<file path="src/rtl/regfile_wr_sched.sv">
// Write-port scheduler for the 32x32 register file: pipeline writeback has priority,
// the auxiliary unit is guaranteed service by a forced pipeline hold after bounded starvation.
module regfile_wr_sched #(
    parameter int MAX_WAIT = 4,
    parameter int DW       = 32,
    parameter int AW       = 5
) (
    input  logic          clk,
    input  logic          rst,
    input  logic          pipe_we,
    input  logic [AW-1:0] pipe_waddr,
    input  logic [DW-1:0] pipe_wdata,
    input  logic          aux_valid,
    input  logic [AW-1:0] aux_waddr,
    input  logic [DW-1:0] aux_wdata,
    output logic          aux_ready,
    input  logic          iss_valid,
    input  logic [AW-1:0] iss_waddr,
    input  logic [AW-1:0] chk_addr0,
    input  logic [AW-1:0] chk_addr1,
    output logic          chk_busy0,
    output logic          chk_busy1,
    output logic          pipe_hold,
    output logic          rf_we,
    output logic [AW-1:0] rf_waddr,
    output logic [DW-1:0] rf_wdata,
    output logic          err
);

    localparam int              NREG      = 2 ** AW;
    localparam int              WCW       = $clog2(MAX_WAIT + 1);
    localparam logic [WCW-1:0]  WAIT_SAT  = WCW'(MAX_WAIT);
    localparam logic [WCW-1:0]  WAIT_TRIG = WCW'(MAX_WAIT - 1);

    typedef enum logic {
        IDLE,
        HOLD
    } state_t;

    state_t          state_q, state_d;
    logic [WCW-1:0]  wait_cnt_q, wait_cnt_d;
    logic [NREG-1:0] sb_q, sb_d;
    logic            pipe_hold_q, pipe_hold_d;
    logic            rf_we_q, rf_we_d;
    logic [AW-1:0]   rf_waddr_q, rf_waddr_d;
    logic [DW-1:0]   rf_wdata_q, rf_wdata_d;
    logic            err_q, err_d;

    logic preq;
    logic aux_hs;
    logic sb_set;
    logic sb_clr;

    always_comb begin
        preq      = pipe_we && (pipe_waddr != '0);
        aux_ready = (state_q == HOLD) ? 1'b1 : !preq;
        aux_hs    = aux_valid && aux_ready;
        sb_set    = iss_valid && (iss_waddr != '0);
        sb_clr    = aux_hs && (aux_waddr != '0);
    end

    // Port arbitration; the pipe loses only while HOLD is active.
    always_comb begin
        rf_we_d    = 1'b0;
        rf_waddr_d = rf_waddr_q;
        rf_wdata_d = rf_wdata_q;
        if (state_q == IDLE && preq) begin
            rf_we_d    = 1'b1;
            rf_waddr_d = pipe_waddr;
            rf_wdata_d = pipe_wdata;
        end else if (sb_clr) begin
            rf_we_d    = 1'b1;
            rf_waddr_d = aux_waddr;
            rf_wdata_d = aux_wdata;
        end
    end

    always_comb begin
        state_d    = state_q;
        wait_cnt_d = wait_cnt_q;
        if (!aux_valid || aux_hs) begin
            wait_cnt_d = '0;
        end else if (wait_cnt_q != WAIT_SAT) begin
            wait_cnt_d = wait_cnt_q + 1'b1;
        end
        case (state_q)
            IDLE: if (aux_valid && !aux_ready && wait_cnt_q == WAIT_TRIG) state_d = HOLD;
            HOLD: if (aux_hs || !aux_valid) state_d = IDLE;
            default: state_d = IDLE;
        endcase
        pipe_hold_d = (state_d == HOLD);
    end

    // Clear first, then set, so a same-cycle set of the same bit wins.
    always_comb begin
        sb_d  = sb_q;
        err_d = err_q;
        if (sb_clr) sb_d[aux_waddr] = 1'b0;
        if (sb_set) sb_d[iss_waddr] = 1'b1;
        if (sb_set && sb_q[iss_waddr] && !(sb_clr && aux_waddr == iss_waddr)) err_d = 1'b1;
        if (sb_clr && !sb_q[aux_waddr]) err_d = 1'b1;
        if (state_q == HOLD && preq) err_d = 1'b1;
    end

    always_ff @(posedge clk) begin
        if (rst) begin
            state_q     <= IDLE;
            wait_cnt_q  <= '0;
            sb_q        <= '0;
            pipe_hold_q <= 1'b0;
            rf_we_q     <= 1'b0;
            rf_waddr_q  <= '0;
            rf_wdata_q  <= '0;
            err_q       <= 1'b0;
        end else begin
            state_q     <= state_d;
            wait_cnt_q  <= wait_cnt_d;
            sb_q        <= sb_d;
            pipe_hold_q <= pipe_hold_d;
            rf_we_q     <= rf_we_d;
            rf_waddr_q  <= rf_waddr_d;
            rf_wdata_q  <= rf_wdata_d;
            err_q       <= err_d;
        end
    end

    always_comb begin
        chk_busy0 = sb_q[chk_addr0] && (chk_addr0 != '0);
        chk_busy1 = sb_q[chk_addr1] && (chk_addr1 != '0);
        pipe_hold = pipe_hold_q;
        rf_we     = rf_we_q;
        rf_waddr  = rf_waddr_q;
        rf_wdata  = rf_wdata_q;
        err       = err_q;
    end

endmodule

</file>
<file path="config.mk">
export PLATFORM = sky130hd
export DESIGN_NAME = regfile_wr_sched
export DESIGN_NICKNAME = d
export VERILOG_FILES = /design/src/rtl/regfile_wr_sched.sv
export SDC_FILE = /design/constraint.sdc
export NUM_CORES = 1
export LEC_CHECK = 0
export ABC_AREA = 1
export CAP_MARGIN = 20
export CORE_ASPECT_RATIO = 0.6
export CORE_MARGIN = 8
export CORE_UTILIZATION = 52
export CTS_CLUSTER_DIAMETER = 30
export DETAILED_ROUTE_END_ITERATION = 7
export MAX_ROUTING_LAYER = met4
export PLACE_DENSITY = 0.89
export SKIP_LAST_GASP = 1
export SYNTH_ARGS = -nofsm -noshare
export SYNTH_HDL_FRONTEND = slang
export SYNTH_SLANG_ARGS = --single-unit
</file>
<file path="constraint.sdc">
create_clock -name clk -period 2.7 [get_ports clk]
set_input_delay 0.27 -clock clk [delete_from_list [all_inputs] [get_ports clk]]
set_output_delay 0.27 -clock clk [all_outputs]
set_load 0.01 [all_outputs]
</file>
==> flow_summary.ini <==
[pwr]
power_frac_clock_pct = 39.7
p_seq_share_pct = 38.8
power.internal_mw = 2.211
sw_frac_of_total_pct = 28.60
comb_power_share_pct = 21.5
power_mw = 3.097
p_per_area_nw_per_um2 = 484.5
leakage_nw = 2.663
p_sw_uw = 885.7
ir_drop_uv = 357.8

[route]
routed_wl_um = 19220
drc = 3
ant_nets = 0
viasPerCell = 5.867
vias = 5826
post_drt_wl_per_cell_um = 19.35
drtIter0Drc = 697
firstDrtPassIters = 8

[layout]
diodes = 0
mostFrequentLayoutCells = nand2_1, clkdlybuf4s50_1, o21ai_0, dfxtp_1, a21oi_1
utilization_pct = 74.71
syn_to_final_growth_pct = 38.83
drive_gt1_share_pct = 6.243
design_area_um2 = 6392
num-nets-final = 973
final_common_cell = nand2_1

[placed_design]
gp_congestion = 1.099
place_hpwl_um = 14570
dpl_cell_area_um2 = 6085
io_buffers = 136

[sta]
finalHoldViolCount = 0
drv_slew = 0
max_slew_margin_pct = 49.59
hold_slack_ps = 501.8
fin_setup_tns_ps = 0
finalSetupViolCount = 0
tightest_slew_ps = 750.4
clock_skew_ps = 6.192
max_freq_mhz = 410.2
fin_crit_ps = 2438
timing.final.crit_share_pct = 90.29
rsz0062_at_grt = no

[worst_hold_path]
min_path_type = in -> reg

[floorplan]
io_pins = 137
die_h_um = 88.89
core_um2 = 8556
dieArea_um2 = 12220
fp.dieW_um = 137.5
initial_utilization_pct = 53.82
rows = 26

[yosys]
netlist_area_um2 = 4604
syn_inst = 752
yosysUniqueCellTypes = 25
syn_avg_cell_area_um2 = 6.123
synth_seq_cells = 75
yosysSeqAreaShare_pct = 32.61
yosysWarnings = 0
synth_nets = 849

[run_status]
violations = DRC
outcome = finished, violations left

[global_routing]
met3_usage_pct = 15.71
use_met1_pct = 39.77
busiest_layer = met2
antenna_found_initial = 0
grt_max_degree = 41
grt_pass1_wl_um = 29000
grt_pass1_vias = 5452
grt.met2_usage_pct = 43.88
globalRouteTotalUtil_pct = 31.71
overflow = 0

[worst_setup_path]
critPathMostFrequentCell = nand3_1
crit_path_start_kind = input port
crit_type = in -> out
critPathCaptureType = output pin
cpPeakStageDelay_ps = 530
crit_chain = clkdlybuf4s50_1 > buf_12 > inv_1 > a21oi_1 > o21ai_0 > nand3_1 > nand3_1 > nand3_1 > nand2_1 > inv_1 > clkdlybuf4s50_1
cp.required_ps = 2430
arrival_ps = 2170
slowest_stage = clkdlybuf4s50_1
critPathMaxFanout = 29

[clock_network]
cts_setup_buffers = 0
numCtsBuffers = 9
cts_num_sinks = 75
cts_tree = built
clk_pin_slew_ps = 60
cts-htree-levels = 3
cts_root_buffer = clkbuf_16
clockBufferDepth = 2
cts_hold_buf = 0
clkLatencyLatePin_ps = 340

[flow_run]
cap_violations = 0
layer usage:
metal,routed length (µm),share of wire (%)
met1,7808,41
met2,8104,42
met3,2912,15
met4,391,2.0
met5,0,0
cell families after synthesis:
| logic type | after synthesis | share of synthesized area, % |
|---|---|---|
| AND/OR/NAND/NOR | 368 | 32.91 |
| AO/OA/AOI/OAI | 201 | 23.59 |
| buffers and inverters | 101 | 9.320 |
| flip-flops | 75 | 32.61 |
| XOR/XNOR | 4 | 0.7608 |
| adder cells (fa/ha/maj) | 3 | 0.8153 |
area by class of cell:
class                   instances  area [µm²]
multi-input cells             576        2676
fillers                       656        2163
repair buffers                156        1554
flip-flops and latches         75        1501
clock buffers                  10       229.0
inverters                      58       217.7
well taps                     112       140.1
clock inverters                 6       73.82
Yosys cell counts, drive strengths merged:
cell	number	area, µm²
clkinv	1	3.750
clkbuf	17	63.81
nand3b	2	15.01
xor2	4	35.03
a31o	1	8.760
nor2	23	86.33
ha	3	37.54
o31ai	1	7.510
a31oi	37	231.5
buf	26	147.6
o211ai	11	82.58
nand4	2	12.51
nand2	292	1096
nor3	17	135.1
a21oi	53	265.3
inv	57	214.0
dfxtp	75	1501
o21ai	98	490.5
nand3	32	170.2
per-stage QoR:
| stage | cells | worst slack (ps) |
|---|---|---|
| 6_report | 993 | 262.2 |
| 5_1_grt | 993 | 101.6 |
| 4_1_cts | 993 | 149.5 |
| 3_5_place_dp | 977 | 168.0 |
| 3_3_place_gp | 977 | 205.6 |
| 2_1_floorplan | 752 | 1255 |
registers in the layout, indices dropped and copies added, names as in the netlist:
name        count
rf_we           1
pipe_hold       1
sb_q           32
rf_waddr        5
wait_cnt_q      3
err             1
rf_wdata       32
critical path, delay by kind of cell:
kind	cells	cell delay (ps)
buf+inv	5	1350
simple gates	4	310
compound gates	2	230
worst paths after layout:
path	startpoint	endpoint	slack, ps	depth (start not counted)
worst min register to register	sb_q[26]	sb_q[26]	510	2
worst min-delay path	pipe_wdata[27]	rf_wdata[27]	500	3
worst max register to register	pipe_hold	rf_wdata[22]	980	7
worst max-delay path	chk_addr1[0]	chk_busy1	260	11
power by group through the flow:
stage / sequential [mW] / clock [mW] / combinational (mW)
2_1_floorplan: 1.24 / 0 / 0.277
3_3_place_gp: 1.22 / 0 / 0.633
3_5_place_dp: 1.22 / 0 / 0.647
4_1_cts: 1.20 / 1.24 / 0.653
5_1_grt: 1.21 / 1.29 / 0.713
6_report: 1.20 / 1.23 / 0.666
timing repair:
| item | 4_1_cts | 5_1_grt |
|---|---|---|
| endpoints found under the setup margin | 0 | 2 |
| gates resized for setup | 0 | 2 |
| endpoints found under the hold margin | 0 | 0 |
Note: power is estimated with default switching activity, not from simulation.
==> variant, RTL diff (same settings) <==
Reset style: asynchronous (`rst`), changed in one clocked block.
--- a/src/rtl/regfile_wr_sched.sv
+++ b/src/rtl/regfile_wr_sched.sv
@@ -104,3 +104,3 @@
 
-    always_ff @(posedge clk) begin
+    always_ff @(posedge clk or posedge rst) begin
         if (rst) begin
Function: differs if rst is asserted again (counterexample within 4 cycles, from zero or initial values and one cycle with rst high); with rst held inactive, the same outputs for 4 cycles.
==> variant against the unedited design <==
- worst hold slack lost 0.25 ns
- synthesized area rose by 8.3%
- critical path depth fell by 2
- sequential cell count unchanged
- routed wire length shrank 10%
- worst setup slack worse by 0.032 ns
- total power up 19%
- count of clock-buffer cells in the layout is the same
- cell area is 4.9% higher
- via count fell by 2.9%
- largest cell class unchanged
- highest routed layer unchanged
==> variant: results (changes against the unedited design) <==
| Metric | Value |
|---|---|
| Top cells by count, synth | nand2_1, o21ai_0, inv_1 |
| Worst reg2reg startpoint | pipe_hold |
| First-pass GRT wire length | 27.7 mm (-4.5%) |
| Initial antenna violation count | 0 (unchanged) |
| Reg2reg setup slack | 0.92 ns (-0.06 ns) |
| Static Leak | 3.16 nW (+19%) |
| Post-synthesis sequential area ratio | 0.377 (+0.0504) |
| Via density per instance | 5.52 (-5.8%) |
| Final RePlAce weighted congestion | 1.05 (-4.6%) |
| Yosys cell types | 25 (unchanged) |
| Synthesis warning total | 0 (unchanged) |
| CP top delay family | buffers and inverters |
| Worst r2r path cells | 7 (unchanged) |
| Slowest CP cell | clkdlybuf4s50_1 |
| Worst-path clk slew | 0.06 ns (about the same) |
| Relative slew slack | 0.502 (+0.00648) |
| Post-CTS resize count | 0 (unchanged) |
| Worst hold path type | in -> async |
| Number of antenna diodes | 0 (unchanged) |
| Post-route insts no fill | 1,024 (+3.1%) |
| First DRT Iteration DRCs | 653 (-6.3%) |
| Nets | 986 (+1.3%) |
| Worst Clk Skew | 0.00725 ns (+0.00106 ns) |
| Input/output buffers | 136 (unchanged) |
| Clk_lat worst skew | 0.34 ns (about the same) |
| Total track usage | 0.275 (-0.0424) |
| Share of cells above drive strength 1 | 0.0559 (-0.00650) |
| Htree depth | 3 (unchanged) |
| Post-DP HPWL | 13.4 mm (-8.3%) |
| Post-CTS setup buffers | 0 (unchanged) |
| CTS Buf Count | 9 (unchanged) |
| Worst-path fanout max | 25 (-14%) |
| Max VDD drop | 0.396 mV (+11%) |
| Syn_nets | 857 (+0.94%) |
| Final wirelength | 17.3 mm (-10%) |
| R2R Path End | rf_wdata[27] |
| Drt first pass iters | 6 (-2) |
| Max Fclk | 405 MHz (-1.3%) |
| Largest net degree at the start of global routing | 76 (+85%) |
| CTS Root Cell | clkbuf_16 |
| Longest Clk Path Bufs | 2 (unchanged) |
| Dominant cells by area after synthesis | dfrtp_1, nand2_1, o21ai_0 |
| Switching Fraction | 0.343 (+0.0566) |
| Crit path largest cell delay | 0.53 ns (about the same) |
| Vias in the first global route | 5,451 (-0.018%) |
| Worst Hold Slack | 0.254 ns (-0.247 ns) |
| CP Data Arrival Time | 2.20 ns (+0.03 ns) |
| Placed inst area | 0.00643 sq mm (+5.7%) |
| Asr flop ratio synth | 1.00 (+1.00) |
| Status | completed |
| Setup WS pre-CTS | 0.169 ns (+0.000735 ns) |
| Cell count after synthesis | 760 (+1.1%) |
==> variant: kinds of logic after synthesis <==
kind of cell | synth area share
buffers and inverters | 0.112
and+or+nand+nor | 0.289
adders and majority gates | 0.00753
xor gates and xnor gates | 0.00527
AOI/OAI and AO/OA | 0.209
DFF | 0.377
==> variant: metal layers <==
layer  global-route usage  up-vias  part of all wire
met3                0.111       33              0.13
met4               0.0642        0             0.016
met5                    -        -                 0
met1                0.358     2588              0.43
li1                     -     2693                 -
met2                0.391      343              0.42
==> variant: area by class of cell <==
class	count	area [sq um]
Timing Repair Buffer	152	1500
Inverter	93	349
Tap cell	130	163
Sequential cell	75	1880
Clock inverter	6	42.5
Multi-Input combinational cell	558	2550
Clock buffer	10	229
Fill cell	761	2550
==> variant: power by group through the flow <==
stage               clock network (mW)  logic, mW  registers [mW]
global route                      1.15       1.22            1.52
global placement                     0       1.04            1.50
finish                            1.10       1.09            1.50
detailed placement                   0       1.07            1.51
CTS                               1.11       1.08            1.49
floorplan                            0      0.579            1.48
==> variant: worst max-delay path by stage <==
stage | start | end | slack [ns] | cells after the start
2_1_floorplan | rst | err | 0.52 | 1
3_3_place_gp | chk_addr1[1] | chk_busy1 | 0.19 | 10
3_5_place_dp | chk_addr1[1] | chk_busy1 | 0.17 | 8
4_1_cts | chk_addr1[1] | chk_busy1 | 0.17 | 8
5_1_grt | chk_addr0[0] | chk_busy0 | 0.04 | 13
6_report | chk_addr1[0] | chk_busy1 | 0.23 | 9
